<file path="config.mk">
export PLATFORM = sky130hd
export DESIGN_NAME = gcd_selftest_top
export DESIGN_NICKNAME = d
export VERILOG_FILES = /design/src/rtl/gcd_pkg.sv /design/src/rtl/gcd_unit.sv /design/src/rtl/gcd_selftest_top.sv
export SDC_FILE = /design/constraint.sdc
export NUM_CORES = 1
export LEC_CHECK = 0
export ABC_AREA = 0
export CORE_AREA = 2 2 104 106
export DETAILED_ROUTE_END_ITERATION = 6
export DIE_AREA = 0 0 106 108
export PLACE_DENSITY = 0.58
export SLEW_MARGIN = 20
export SYNTH_ARGS = -nofsm -noshare
export SYNTH_HDL_FRONTEND = slang
export SYNTH_SLANG_ARGS = --single-unit
</file>
<file path="constraint.sdc">
create_clock -name clk -period 2.4 [get_ports clk]
set_clock_uncertainty 0.05 [all_clocks]
set_input_delay 0.48 -clock clk [delete_from_list [all_inputs] [get_ports clk]]
set_output_delay 0.48 -clock clk [all_outputs]
set_load 0.01 [all_outputs]
</file>
<file path="src/rtl/gcd_pkg.sv">
// Shared widths, message types, FSM encoding and test-vector ROMs for the
// GCD self-test subsystem.
package gcd_pkg;

    localparam int W        = 16;
    localparam int NUM_MSGS = 7;
    localparam int IDX_W    = $clog2(NUM_MSGS + 1);

    typedef struct packed {
        logic [W-1:0] a;
        logic [W-1:0] b;
    } req_msg_t;

    typedef logic [W-1:0] resp_msg_t;

    typedef enum logic [1:0] {
        GCD_IDLE = 2'd0,
        GCD_CALC = 2'd1,
        GCD_DONE = 2'd2
    } gcd_state_e;

    // Out-of-range indices return zero; the source and sink never
    // handshake once their index reaches NUM_MSGS.
    function automatic req_msg_t src_rom(input logic [IDX_W-1:0] idx);
        req_msg_t m;
        case (int'(idx))
            0:       m = {W'(27),  W'(15)};
            1:       m = {W'(21),  W'(49)};
            2:       m = {W'(25),  W'(30)};
            3:       m = {W'(19),  W'(27)};
            4:       m = {W'(40),  W'(40)};
            5:       m = {W'(250), W'(190)};
            6:       m = {W'(0),   W'(9)};
            default: m = '0;
        endcase
        return m;
    endfunction

    function automatic resp_msg_t ref_rom(input logic [IDX_W-1:0] idx);
        resp_msg_t r;
        case (int'(idx))
            0:       r = W'(3);
            1:       r = W'(7);
            2:       r = W'(5);
            3:       r = W'(1);
            4:       r = W'(40);
            5:       r = W'(10);
            6:       r = W'(9);
            default: r = '0;
        endcase
        return r;
    endfunction

endpackage

</file>
<file path="src/rtl/gcd_unit.sv">
// Subtractive GCD engine: one transaction in flight, datapath advances only
// on cycles where the tick enable is high.
module gcd_unit
    import gcd_pkg::*;
(
    input  logic       clk,
    input  logic       reset,
    input  logic       tick,
    input  logic       req_val,
    output logic       req_rdy,
    input  req_msg_t   req_msg,
    output logic       resp_val,
    input  logic       resp_rdy,
    output resp_msg_t  resp_msg,
    output gcd_state_e state
);

    // Handshake: a transfer happens on a clk edge where val && rdy are both
    // high; val, once raised, holds with a stable message until that edge.
    logic [W-1:0] a_reg;
    logic [W-1:0] b_reg;

    assign resp_msg = a_reg;

    always_ff @(posedge clk or posedge reset) begin
        if (reset) begin
            state    <= GCD_IDLE;
            req_rdy  <= 1'b1;
            resp_val <= 1'b0;
            a_reg    <= '0;
            b_reg    <= '0;
        end else begin
            case (state)
                GCD_IDLE: begin
                    if (req_val && req_rdy) begin
                        a_reg   <= req_msg.a;
                        b_reg   <= req_msg.b;
                        req_rdy <= 1'b0;
                        state   <= GCD_CALC;
                    end
                end
                GCD_CALC: begin
                    if (tick) begin
                        if (a_reg < b_reg) begin
                            a_reg <= b_reg;
                            b_reg <= a_reg;
                        end else if (b_reg != '0) begin
                            a_reg <= a_reg - b_reg;
                        end else begin
                            resp_val <= 1'b1;
                            state    <= GCD_DONE;
                        end
                    end
                end
                GCD_DONE: begin
                    if (resp_val && resp_rdy) begin
                        resp_val <= 1'b0;
                        req_rdy  <= 1'b1;
                        state    <= GCD_IDLE;
                    end
                end
                default: begin
                    resp_val <= 1'b0;
                    req_rdy  <= 1'b1;
                    state    <= GCD_IDLE;
                end
            endcase
        end
    end

endmodule

</file>
<file path="src/rtl/gcd_selftest_top.sv">
// Self-checking GCD subsystem: ROM-driven source, divided-tick GCD unit and a
// reference-checking sink with periodic backpressure.
module gcd_selftest_top
    import gcd_pkg::*;
#(
    parameter int DIV = 2
) (
    input  logic clk,
    input  logic reset,
    input  logic clk_reset,
    output logic src_done,
    output logic sink_done
);

    localparam int CNT_W = (DIV > 1) ? $clog2(DIV) : 1;

    logic             tick;
    logic [CNT_W-1:0] div_cnt;

    logic             req_val;
    logic             req_rdy;
    req_msg_t         req_msg;
    logic             resp_val;
    logic             resp_rdy;
    resp_msg_t        resp_msg;
    gcd_state_e       gcd_state;

    logic             src_active;
    logic [IDX_W-1:0] src_idx;
    logic [1:0]       bp_cnt;
    logic [IDX_W-1:0] sink_idx;
    logic             sink_err;

    // Divider sits on its own reset so the tick phase is fixed relative to
    // clk_reset release, independent of when the functional reset drops.
    always_ff @(posedge clk or posedge clk_reset) begin
        if (clk_reset) begin
            div_cnt <= '0;
        end else if (div_cnt == CNT_W'(DIV - 1)) begin
            div_cnt <= '0;
        end else begin
            div_cnt <= div_cnt + 1'b1;
        end
    end

    assign tick = !clk_reset && (div_cnt == CNT_W'(DIV - 1));

    // src_active keeps req_val low for the first cycle so it is 0 in reset.
    always_ff @(posedge clk or posedge reset) begin
        if (reset) begin
            src_active <= 1'b0;
            src_idx    <= '0;
        end else begin
            src_active <= 1'b1;
            if (req_val && req_rdy) begin
                src_idx <= src_idx + 1'b1;
            end
        end
    end

    assign req_val  = src_active && (src_idx < IDX_W'(NUM_MSGS));
    assign req_msg  = src_rom(src_idx);
    assign src_done = (src_idx == IDX_W'(NUM_MSGS));

    gcd_unit u_gcd (
        .clk      (clk),
        .reset    (reset),
        .tick     (tick),
        .req_val  (req_val),
        .req_rdy  (req_rdy),
        .req_msg  (req_msg),
        .resp_val (resp_val),
        .resp_rdy (resp_rdy),
        .resp_msg (resp_msg),
        .state    (gcd_state)
    );

    always_ff @(posedge clk or posedge reset) begin
        if (reset) begin
            bp_cnt   <= '0;
            sink_idx <= '0;
            sink_err <= 1'b0;
        end else begin
            bp_cnt <= bp_cnt + 1'b1;
            if (resp_val && resp_rdy) begin
                if (resp_msg == ref_rom(sink_idx)) begin
                    sink_idx <= sink_idx + 1'b1;
                end else begin
                    sink_err <= 1'b1;
                end
            end
        end
    end

    assign resp_rdy  = (bp_cnt != 2'd3);
    assign sink_done = (sink_idx == IDX_W'(NUM_MSGS)) && !sink_err;

    // The response valid must track the DONE state exactly.
    resp_val_matches_state: assert property (
        @(posedge clk) disable iff (reset) ((gcd_state == GCD_DONE) == resp_val)
    );

endmodule

</file>
# Yosys cells after proc, flatten, opt, wreduce, memory -nomap -nowiden
# Cells that the tools add are included.
dict set report word_totals {
  ff_bits 47
  out_inout_bits 2
  elab_cells 92
  in_bits 3
}
dict set report op_classes {
  magnitude_cmp 2
  bitwise 3
  n_eq_ne 25
  n_addsub 5
  muxes 27
  reduce_logical 19
}
# op n
set op_table {}
lappend op_table {{24-bit one-hot mux with 7 select lines} 1}
lappend op_table {{16-bit 2-to-1 mux} 8}
lappend op_table {{16-bit one-hot mux with 2 select lines} 2}
lappend op_table {{6-bit one-hot mux with 7 select lines} 1}
lappend op_table {{3-bit equality test, second input constant} 8}
lappend op_table {{16-bit equality test} 1}
lappend op_table {{16-bit < comparator} 1}
lappend op_table {{16-bit nonzero test} 1}
lappend op_table {{16-bit subtractor} 1}
lappend op_table {{3-bit by 2-bit equality test with 1-bit output, second input constant} 4}
lappend op_table {{2-bit inequality test, second input constant} 6}
lappend op_table {{2-bit 2-to-1 mux} 5}
lappend op_table {{5-bit AND reduction} 2}
lappend op_table {{4-bit AND reduction} 2}
lappend op_table {{1-bit 2-to-1 mux} 7}
lappend op_table {{3-bit by 1-bit adder with 3-bit output, second input constant} 2}
lappend op_table {{3-bit by 1-bit equality test with 1-bit output, second input constant} 2}
lappend op_table {{3-bit zero test} 2}
lappend op_table {{1-bit one-hot mux with 3 select lines} 2}
lappend op_table {{2-bit one-hot mux with 3 select lines} 1}
lappend op_table {{1-bit logical AND} 5}
lappend op_table {{2-bit AND reduction} 2}
lappend op_table {{3-bit < comparator, second input constant} 1}
lappend op_table {{3-bit by 1-bit inequality test with 1-bit output, second input constant} 1}
lappend op_table {{other kinds (10)} 13}

# Depth between registers and ports, before layout
dict set report logic_depth {
  depth_word 6
  ltp_mapped 13
  depth_no_buf 10
}

# Modules after synthesis
# A second synthesis with hierarchy kept.
dict set report unflattened {
  hier_cells 415
  hier_area_um2 3669.8
}
# module instances area_per_inst_um2 seq_area_each_um2 cells_per_inst
set modules_own_cells {}
lappend modules_own_cells {gcd_unit 1 2770.2 902.1 314}
lappend modules_own_cells {gcd_selftest_top 1 899.6 275.3 101}

# Worst setup path after synthesis
# No wires, ideal clock.
dict set report synth_path {
  path_type {register -> register}
  startpoint {register u_gcd.a_reg[0], in the netlist u_gcd.resp_msg[0]}
  endpoint {register u_gcd.a_reg[10], in the netlist u_gcd.resp_msg[10]}
  required_time_ps 2224
  path_stages_with_launch 12
  setup_ps 126
  slack_ps -149
  synth_period_minus_slack_ps 2549
  t_arrival_ps 2374
  n_path_buf 1
  path_cell_list {dfrtp_1 > inv_1 > ha_1 > fa_1 > nand2b_1 > a21oi_1 > o21ai_2 > a21o_1 > buf_6 > o21ai_1 > nor2_1 > a221o_1}
}
dict set report synth_between {
  elab_chain_cells 5
  elab_cells_between_ends 8
  classes_between {1 x add/sub; 1 x order compare; 1 x eq/ne; 4 x mux; 1 x reduce/logical}
}
# element line
set synth_rtl {}
lappend synth_rtl {{from (decl)} gcd_unit.sv:20} ;# logic [W-1:0] a_reg;
lappend synth_rtl {{from (signal assigned)} gcd_unit.sv:36} ;# a_reg <= req_msg.a;
lappend synth_rtl {{from (signal assigned)} gcd_unit.sv:45} ;# a_reg <= b_reg;
lappend synth_rtl {{from (signal assigned)} gcd_unit.sv:48} ;# a_reg <= a_reg - b_reg;
lappend synth_rtl {{16-bit subtractor} gcd_unit.sv:48}
lappend synth_rtl {{16-bit 2-to-1 mux} gcd_unit.sv:47} ;# end else if (b_reg != '0) begin
lappend synth_rtl {{16-bit 2-to-1 mux} gcd_unit.sv:44} ;# if (a_reg < b_reg) begin
lappend synth_rtl {{16-bit 2-to-1 mux} gcd_unit.sv:43} ;# if (tick) begin
lappend synth_rtl {{16-bit one-hot mux with 2 select lines} gcd_unit.sv:33} ;# case (state)
# Parallel ways exist; a longest one is shown, timed or not. The select of a mux whose other input is x is not followed.
# A chain may end at the register's enable or synchronous reset.

# Worst setup path in the final report
dict set report layout_path {
  startpoint {register u_gcd.a_reg[0], in the netlist u_gcd.resp_msg[0]}
  endpoint {register u_gcd.a_reg[5], in the netlist u_gcd.resp_msg[5]}
}
# The elaborated chain is that of the path after synthesis.

==> flow_summary_export.csv <==
group,metric,value,unit
run_status,outcome,"finished with violations",
run_status,violations,"setup timing",
floorplanning,chipWidth,106,um
job,drv_cap,0,
timing,hold_viol,0,
finish,mostFrequentLayoutCell,"buf_4",
clock_tree,cts_htree_levels,2,
finish,syn_to_final_growth,41.7,%
floorplanning,ioPinCount,5,
floorplanning,die-height,108,um
logic_synthesis,synth.ff_latch_count,47,
logic_synthesis,synth_area_leaders,"dfrtp_1 35%, ha_1 11%, a21oi_1 4.8%",
global_routing,antenna_found_initial,0,
finish,diodes,0,
setup_path,cp.arrival,2.61,ns
timing,final.period_utilization,1.02,
global_routing,grt_pass1_vias,3148,
power_and_ir_drop,leakagePower,2.15,nW
global_routing,grt_util_all_layers,0.173,
global_routing,grt_pass1_wl,15600,um
logic_synthesis,synth_cell_types,62,
logic_synthesis,synthArstFlopShare,1.00,
timing,setup_slack,-0.0535,ns
global_routing,grt_max_degree,30,
timing,setup_viol,11,
worst_hold_path,hold_class,"primary input to asynchronous set/reset pin",
setup_path,r2r_start,"u_gcd.resp_msg[0]",
clock_tree,cts_buffers,5,
setup_path,rr_worst_depth,10,
clock_tree,clockBufferDepth,2,
logic_synthesis,synth_top_cell_area_share,0.345,
clock_tree,path_clk_slew,0.10,ns
floorplanning,rows,37,
global_routing,overflow,0,
timing,fmax,0.408,GHz
clock_tree,cts_root_buf,"clkbuf_8",
finish,most-common-layout-cells,"89 x buf_4, 46 x dfrtp_1, 29 x nor2_1",
logic_synthesis,syn_nets,398,
power_and_ir_drop,p_per_area,1670,nW/um^2
clock_tree,clkSinkCount,47,
setup_path,worstSetupPathType,"flip-flop to flip-flop",
setup_path,cp_max_fo,6,
drt,first_iter_violations,148,
setup_path,reg2reg_to,"u_gcd.resp_msg[5]",
logic_synthesis,yosys_warnings,0,
clock_tree,tritoncts,"done",
floorplanning,start_util,0.326,
placement,place_congestion,0.858,
setup_path,cp.required,2.56,ns
power_and_ir_drop,ir_drop,604,uV
timing,fin_setup_tns,-0.152,ns
finish,final_net_count,497,
drt,drtPass1Iterations,5,
drt,vias,3073,
logic_synthesis,seq_area_frac_synth,0.353,
logic_synthesis,syn-instance-count,366,
drt,routed_wl,9370,um
floorplanning,die_area,11400,um^2
timing,rsz0062_at_grt,"yes",
timing,slew_headroom,0.607,
timing,worst_pin_slew,0.588,ns
floorplanning,core_area,10200,um^2
finish,drive_above_1_share,0.369,
drt,avgViaCountPerCell,5.10,
logic_synthesis,syn_area,3330,um^2
placement,hpwl,6930,um
clock_tree,clock_latency,0.32,ns
setup_path,r2r_slack,-0.05,ns
drt,wl_per_cell,15.6,um
setup_path,crit_path_start,"u_gcd.resp_msg[0]",
drt,drc,0,
setup_path,cp-end-kind,"flip-flop",
timing,min_period,2.45,ns
placement,portBuffers,4,
timing,whs,0.280,ns
drt,ant_nets,0,
logic_synthesis,synth_ff_type,"dfrtp_1",
setup_path,critPathCapture,"u_gcd.resp_msg[5]",
logic_synthesis,synth.avg_cell_area,9.11,um^2
timing,report.final.slew_viol_count,0,
logic_synthesis,synth_enable_flop_cells,0,
setup_path,crit_path_start_kind,"flip-flop",
finish,fillers,948,
logic_synthesis,synth_area_leader_cell,"dfrtp_1",
## cells in the mapped netlist, types with 3 or more instances
cell	n
dfrtp_1	46
a21oi_1	32
nor2_1	32
ha_1	28
inv_1	28
nand2_1	23
nor3_1	13
o21ai_0	12
xnor2_1	12
nand3_1	11
a22o_1	10
mux2i_1	7
a21o_1	6
nand2b_1	6
nor2b_1	6
a211oi_1	5
a221o_1	5
a31oi_1	5
o22ai_1	5
xor2_1	5
mux2_2	4
nor4_1	4
o31ai_1	4
buf_6	3
mux2_4	3
nand4_1	3
o21a_1	3
or2_2	3
## logic make-up (layout without fill, tap and decap cells)
kind of cell             count (synthesis)  in the layout  synth area share
other                                    1              1           0.00113
flip-flops                              47             47             0.353
adder cells (fa/ha/maj)                 29             29             0.111
AO/OA/AOI/OAI                          107            107             0.221
AND/OR/NAND/NOR                        113            113             0.167
XOR/XNOR                                17             17            0.0447
buffers and inverters                   37            137            0.0503
multiplexers                            15             15            0.0514
## worst min path at each step
stage,depth (start not counted),slack (ns),endpoint,from
2_1_floorplan,1,0.16,div_cnt,clk_reset
3_3_place_gp,1,0.36,div_cnt,div_cnt
3_5_place_dp,1,0.36,div_cnt,div_cnt
4_1_cts,2,0.27,div_cnt,clk_reset
5_1_grt,2,0.28,div_cnt,clk_reset
6_report,2,0.28,div_cnt,clk_reset
## stage by stage
stage | instance area (um^2) | utilization | power, W | setup WS [ns] | cells
6_report | 4720 | 0.462 | 0.00789 | -0.0535 | 602
5_1_grt | 4720 | 0.462 | 0.00847 | -0.147 | 602
4_1_cts | 4500 | 0.440 | 0.00726 | -0.0407 | 597
3_5_place_dp | 4170 | 0.407 | 0.00613 | -0.144 | 579
3_3_place_gp | 4170 | 0.407 | 0.00605 | -0.153 | 579
2_1_floorplan | 3370 | - | 0.00432 | -0.00592 | 366
## power breakdown
group	switching, W	internal (W)	leakage, nW
Sequential	0.000208	0.00106	0.588
Clock	0.000311	0.000314	0.0548
Combinational	0.00287	0.00311	1.50
Total	0.00339	0.00449	2.15
## critical path: stages (launching register included)
cell and delay (ns):
dfrtp_1 0.40, inv_2 0.07, ha_4 0.16, fa_2 0.34
nand2b_4 0.16, a21oi_4 0.15, o21ai_4 0.09, a211oi_4 0.24
o21a_2 0.23, buf_6 0.15, mux2_4 0.30
## metal layers
layer	vias to the layer above	wire [um]	global-route usage
met3	12	293	0.0223
met4	0	114	0.0536
li1	1522	-	-
met5	-	0	0
met2	53	4600	0.292
met1	1486	4360	0.231
## area by class of cell
cell class,count,area [um^2],share of cell area
Sequential cell,47,1180,0.249
Multi-Input combinational cell,282,2310,0.489
Timing Repair Buffer,101,846,0.179
Clock inverter,3,46.3,0.00980
Inverter,28,105,0.0223
Clock buffer,5,68.8,0.0146
Tap cell,136,170,0.0360
## what timing repair did
| action | CTS | global route |
|---|---|---|
| hold buffers | 0 | 0 |
| resized for setup | 23 | 38 |
| endpoints found under the hold margin | 0 | 0 |
| cloned | 1 | 0 |
| endpoints found under the setup margin | 29 | 35 |
| pin swaps | 9 | 16 |
| buffers inserted | 9 | 6 |
(Power assumes the default switching activity.)
